$ cat src/rtl/ysyx_22040088_pkg.sv
// ysyx_22040088_pkg: shared PCU types, forwarding encodings and operand source selection.
package ysyx_22040088_pkg;

    typedef enum logic [1:0] {
        S_RUN      = 2'd0,
        S_MEM_WAIT = 2'd1,
        S_HALT     = 2'd2
    } pcu_state_e;

    localparam logic [1:0] FWD_RF    = 2'b00;
    localparam logic [1:0] FWD_EXMEM = 2'b01;
    localparam logic [1:0] FWD_MEMWB = 2'b10;
    localparam logic [4:0] REG_ZERO  = 5'd0;

    // The younger producer (EX/MEM) shadows the older one (MEM/WB); x0 is never forwarded.
    function automatic logic [1:0] fwd_sel(input logic [4:0] rs, input logic mem_wen,
                                           input logic [4:0] mem_rd, input logic wb_wen,
                                           input logic [4:0] wb_rd);
        return (mem_wen && mem_rd != REG_ZERO && mem_rd == rs) ? FWD_EXMEM :
               (wb_wen && wb_rd != REG_ZERO && wb_rd == rs)    ? FWD_MEMWB : FWD_RF;
    endfunction

endpackage

$ cat src/rtl/ysyx_22040088_pcu_hzd.sv
// ysyx_22040088_pcu_hzd: combinational load-use detection and per-operand forwarding select.
module ysyx_22040088_pcu_hzd (
    input  logic [4:0] id_rs1,
    input  logic [4:0] id_rs2,
    input  logic [1:0] id_rs_used,
    input  logic [4:0] ex_rd,
    input  logic [4:0] mem_rd,
    input  logic [4:0] wb_rd,
    input  logic       ex_rf_wen,
    input  logic       mem_rf_wen,
    input  logic       wb_rf_wen,
    input  logic       ex_is_load,
    output logic       load_use,
    output logic [1:0] fwd_a,
    output logic [1:0] fwd_b
);
    import ysyx_22040088_pkg::*;

    assign load_use = ex_is_load && ex_rf_wen && ex_rd != REG_ZERO &&
                      ((id_rs_used[0] && ex_rd == id_rs1) || (id_rs_used[1] && ex_rd == id_rs2));
    assign fwd_a = fwd_sel(id_rs1, mem_rf_wen, mem_rd, wb_rf_wen, wb_rd);
    assign fwd_b = fwd_sel(id_rs2, mem_rf_wen, mem_rd, wb_rf_wen, wb_rd);

endmodule

$ cat src/rtl/ysyx_22040088_pcu.sv
// ysyx_22040088_pcu: pipeline control unit (stall/flush/freeze FSM, forwarding, halt).
// Optional perf counters are built only with YSYX_22040088_PCU_PERF_EN defined.
module ysyx_22040088_pcu (
    input  logic        clk,
    input  logic        rst,
    input  logic [4:0]  id_rs1,
    input  logic [4:0]  id_rs2,
    input  logic [1:0]  id_rs_used,
    input  logic [4:0]  ex_rd,
    input  logic [4:0]  mem_rd,
    input  logic [4:0]  wb_rd,
    input  logic        ex_rf_wen,
    input  logic        mem_rf_wen,
    input  logic        wb_rf_wen,
    input  logic        ex_is_load,
    input  logic        ex_redirect,
    input  logic        mem_req,
    input  logic        mem_ready,
    input  logic        wb_ebreak,
    output logic        pc_ena,
    output logic        sel_redirect,
    output logic        id_ena,
    output logic        ex_ena,
    output logic        mem_ena,
    output logic        wb_ena,
    output logic        id_valid,
    output logic        ex_valid,
    output logic        mem_valid,
    output logic        wb_valid,
    output logic [1:0]  fwd_a,
    output logic [1:0]  fwd_b,
    output logic        halted,
    output logic [31:0] stall_cnt,
    output logic [31:0] flush_cnt
);
    import ysyx_22040088_pkg::*;

    pcu_state_e state_q, state_d;
    logic       load_use, freeze, drain;
    logic [1:0] fwd_a_raw, fwd_b_raw;

    ysyx_22040088_pcu_hzd u_hzd (
        .id_rs1     (id_rs1),
        .id_rs2     (id_rs2),
        .id_rs_used (id_rs_used),
        .ex_rd      (ex_rd),
        .mem_rd     (mem_rd),
        .wb_rd      (wb_rd),
        .ex_rf_wen  (ex_rf_wen),
        .mem_rf_wen (mem_rf_wen),
        .wb_rf_wen  (wb_rf_wen),
        .ex_is_load (ex_is_load),
        .load_use   (load_use),
        .fwd_a      (fwd_a_raw),
        .fwd_b      (fwd_b_raw)
    );

    assign freeze = !mem_ready && ((state_q == S_RUN && mem_req) || state_q == S_MEM_WAIT);
    // Completion cycle: MEM retires into WB while PC/ID/EX stay put so a pending redirect survives.
    assign drain  = state_q == S_MEM_WAIT && mem_ready;
    assign fwd_a  = rst ? fwd_a_raw : FWD_RF;
    assign fwd_b  = rst ? fwd_b_raw : FWD_RF;

    always_ff @(posedge clk or negedge rst) begin
        if (!rst) state_q <= S_RUN;
        else      state_q <= state_d;
    end

    always_comb begin
        state_d      = (state_q == S_HALT || wb_ebreak) ? S_HALT : freeze ? S_MEM_WAIT : S_RUN;
        pc_ena       = 1'b1;
        sel_redirect = 1'b0;
        id_ena       = 1'b1;
        ex_ena       = 1'b1;
        mem_ena      = 1'b1;
        wb_ena       = 1'b1;
        id_valid     = 1'b1;
        ex_valid     = 1'b1;
        mem_valid    = 1'b1;
        wb_valid     = 1'b1;
        halted       = 1'b0;
        if (!rst || state_q == S_HALT) begin
            pc_ena    = 1'b0;
            id_ena    = 1'b0;
            ex_ena    = 1'b0;
            mem_ena   = 1'b0;
            wb_ena    = 1'b0;
            id_valid  = 1'b0;
            ex_valid  = 1'b0;
            mem_valid = 1'b0;
            wb_valid  = 1'b0;
            halted    = rst;
        end else if (freeze) begin
            pc_ena   = 1'b0;
            id_ena   = 1'b0;
            ex_ena   = 1'b0;
            mem_ena  = 1'b0;
            wb_valid = 1'b0;
        end else if (drain) begin
            pc_ena    = 1'b0;
            id_ena    = 1'b0;
            ex_ena    = 1'b0;
            mem_valid = 1'b0;
        end else if (ex_redirect) begin
            sel_redirect = 1'b1;
            id_valid     = 1'b0;
            ex_valid     = 1'b0;
        end else if (load_use) begin
            pc_ena   = 1'b0;
            id_ena   = 1'b0;
            ex_valid = 1'b0;
        end
    end

`ifdef YSYX_22040088_PCU_PERF_EN
    logic [31:0] stall_q, stall_d, flush_q, flush_d;

    assign stall_d = (!pc_ena && state_q != S_HALT) ? stall_q + 32'd1 : stall_q;
    assign flush_d = sel_redirect ? flush_q + 32'd1 : flush_q;

    always_ff @(posedge clk or negedge rst) begin
        if (!rst) begin
            stall_q <= '0;
            flush_q <= '0;
        end else begin
            stall_q <= stall_d;
            flush_q <= flush_d;
        end
    end

    assign stall_cnt = stall_q;
    assign flush_cnt = flush_q;
`else
    assign stall_cnt = '0;
    assign flush_cnt = '0;
`endif

endmodule

$ cat config.mk
export PLATFORM = sky130hd
export DESIGN_NAME = ysyx_22040088_pcu
export DESIGN_NICKNAME = d
export VERILOG_FILES = /design/src/rtl/ysyx_22040088_pkg.sv /design/src/rtl/ysyx_22040088_pcu_hzd.sv /design/src/rtl/ysyx_22040088_pcu.sv
export SDC_FILE = /design/constraint.sdc
export NUM_CORES = 1
export LEC_CHECK = 0
export ABC_AREA = 1
export BUFFER_PORTS_ARGS = -buffer_cell sky130_fd_sc_hd__buf_2
export CAP_MARGIN = 25
export CORE_ASPECT_RATIO = 0.8
export CORE_MARGIN = 4
export CORE_UTILIZATION = 37
export CTS_CLUSTER_DIAMETER = 50
export DETAILED_ROUTE_END_ITERATION = 12
export PLACE_DENSITY_LB_ADDON = 0.05
export SYNTH_ARGS = -nofsm -noshare
export SYNTH_HDL_FRONTEND = slang
export SYNTH_SLANG_ARGS = --single-unit
$ cat constraint.sdc
create_clock -name clk -period 1.51 [get_ports clk]
set_clock_uncertainty 0.1 [all_clocks]
set_input_delay 0.151 -clock clk [delete_from_list [all_inputs] [get_ports clk]]
set_output_delay 0.151 -clock clk [all_outputs]
set_load 0.05 [all_outputs]
==> flow_summary.ini <==
[outcome]
status = finished with violations
violations = setup timing

[clocking]
worstSkewPairLatency_ns = 0.21
htreeDepth = 1
root_buffer = clkbuf_8
cts_sinks = 2
cts_buffers = 3
cts_buffer_depth = 2
cts_tree = built
clk_pin_slew_worst_paths_ns = 0.03

[pwr]
vdd_drop_max_v = 0.000223
power.density_nw_per_um2 = 561
leakage_nw = 0.903

[synth]
synth_area_um2 = 1220
syn_inst = 207
ys_seq_area_share_pct = 4.09
synth_xor_area_share_pct = 12.9
yosysWarnings = 0
synth_compound_area_share_pct = 3.78
synthMuxAreaShare_pct = 0
synth_cell_types = 21
synth_top_family_by_area = buffers and inverters
avgSynthCellArea_um2 = 5.91
synth-simple-area-share_pct = 29.2
ys_ff_latch = 2
synth_adder_area_share_pct = 0

[setup_path]
endpoint_kind = output port
cp_top_family = flip-flops
slowest_stage = dfrtp_1
cp_max_fo = 3
max_stage_delay_ns = 0.40
path_cells = o21a_1 -> nor2_4 -> inv_2 -> nor2_4 -> nand2_2 -> clkinvlp_4 -> buf_8
cp_common_cell = nor2_4
arrival_ns = 1.46
start_kind = flip-flop
critical_path_class = reg2out
cp.required_ns = 1.26
worst-path-buf-inv = 3

[placed_design]
dp.cells = 297
hpwl_mm = 2.52
globalplace.congestion = 0.843
io_buffers = 51

[drt]
vias = 1123
wl_per_cell_um = 9.79
antenna_left = 0
drc = 0
via_per_inst = 3.71
wl_mm = 2.97
drt_first_pass_iters = 4
drt-initial-drc-count = 25

[finish]
final_cell_mix = 64 x conb_1, 40 x buf_2, 35 x nand2_1
largest_register_ffs = 2
final_cell_count_no_fill = 303
multi_input_area_um2 = 842
syn_to_final_growth_pct = 20.4
seq_area_um2 = 50.0
layout_commonest_cell = conb_1
top_regs = state_q x2
num_antenna_cells = 0
drive_gt1_share_pct = 34.2
regMostFlops = state_q
final_core_util_pct = 47.1
fillCellCount = 353
nets = 302

[timing]
fin_crit_sh_pct = 113
worst_slack_ns = -0.196
min_period_ns = 1.71
rsz0062_at_grt = yes
hold_violations = 0
setup_viol = 9
fmax_ghz = 0.586
slew_violations = 0

[global_routing]
grt_usage_pct = 11.4
grt_pass1_wl_mm = 3.97
grt-ovfl-total = 0
antenna_found_initial = 0
grt_max_degree = 6
grt_pass1_vias = 921

[floorplanning]
coreArea_um2 = 3130
initial_core_util_pct = 39.1
die_area_um2 = 4300
io_pins = 116
die_w_um = 72.3
die_height_um = 59.4
rows = 18

[worst_hold_path]
hp-class = in2reg

[run]
drv_cap = 0
cell usage after synthesis (all sizes together):
master	count	area share, %
xor2	10	7.2
conb	1	0.31
nand3	10	4.9
a21oi	3	1.5
o21a	1	0.61
buf	66	40
nor2	29	10
or2	1	0.51
dfrtp	2	4.1
nand2	37	11
o21ai	4	1.6
nand4	1	0.51
xnor2	8	5.7
nor3	4	1.6
inv	30	9.2
report_power, final:
group	total (mW)	switching [mW]	leakage [nW]	internal, mW
registers	0.0540	0.0000000000000000847	0.0227	0.0540
clock network	0.214	0.0447	0.0216	0.169
logic	0.559	0.468	0.859	0.0906
worst paths after layout:
kind                                            from                    to  slack, ns  cells past startpoint
worst max-delay path            state_q[0]$_DFF_PN0_                id_ena      -0.20                      7
min in group asynchronous                        rst  state_q[0]$_DFF_PN0_       0.22                      2
worst max register to register  state_q[0]$_DFF_PN0_  state_q[0]$_DFF_PN0_       0.39                      4
worst min register to register  state_q[1]$_DFF_PN0_  state_q[1]$_DFF_PN0_       0.65                      3
worst min-delay path                       wb_ebreak  state_q[1]$_DFF_PN0_       0.08                      2
max in group asynchronous                        rst  state_q[1]$_DFF_PN0_       0.96                      2
routing by layer:
| metal | share of wire (%) | up-vias | global-route usage, % |
|---|---|---|---|
| met3 | 11 | 3 | 1.19 |
| met1 | 43 | 457 | 17.4 |
| li1 | - | 601 | - |
| met5 | 0 | - | 0 |
| met4 | 0.40 | 0 | 1.61 |
| met2 | 46 | 62 | 17.3 |
metrics by stage:
step	power [mW]	cell area (um2)	setup slack [ns]	TNS (ns)	hold WS, ns
5_1_grt	0.872	1470	-0.246	-1.58	0.0864
2_1_floorplan	0.639	1510	-0.460	-2.47	-0.245
3_3_place_gp	0.607	1320	-0.0341	-0.0675	-0.136
4_1_cts	0.823	1430	-0.184	-0.825	0.0799
3_5_place_dp	0.606	1320	-0.0428	-0.0851	-0.137
6_report	0.827	1470	-0.196	-1.08	0.0836
logic make-up (layout without fill, tap and decap cells):
kind of cell | count (synthesis) | count (layout)
simple gates | 82 | 82
flops | 2 | 2
other cells | 1 | 64
buf+inv | 96 | 89
xor+xnor | 18 | 18
compound gates | 8 | 8
timing repair:
| item | in CTS | in global routing |
|---|---|---|
| hold buffers | 1 | 0 |
| endpoints found under the setup margin | 9 | 11 |
| pin swaps | 3 | 3 |
| hold endpoints to repair | 2 | 0 |
| resized for setup | 18 | 10 |
| buffers inserted | 0 | 2 |
final cells by class:
| class | instances | area share, % |
|---|---|---|
| clock buffers | 3 | 2.80 |
| inverters | 30 | 8.32 |
| multi-input cells | 172 | 57.1 |
| flip-flops and latches | 2 | 3.40 |
| well taps | 40 | 3.40 |
| repair buffers | 56 | 25.0 |
(Power assumes the default switching activity.)
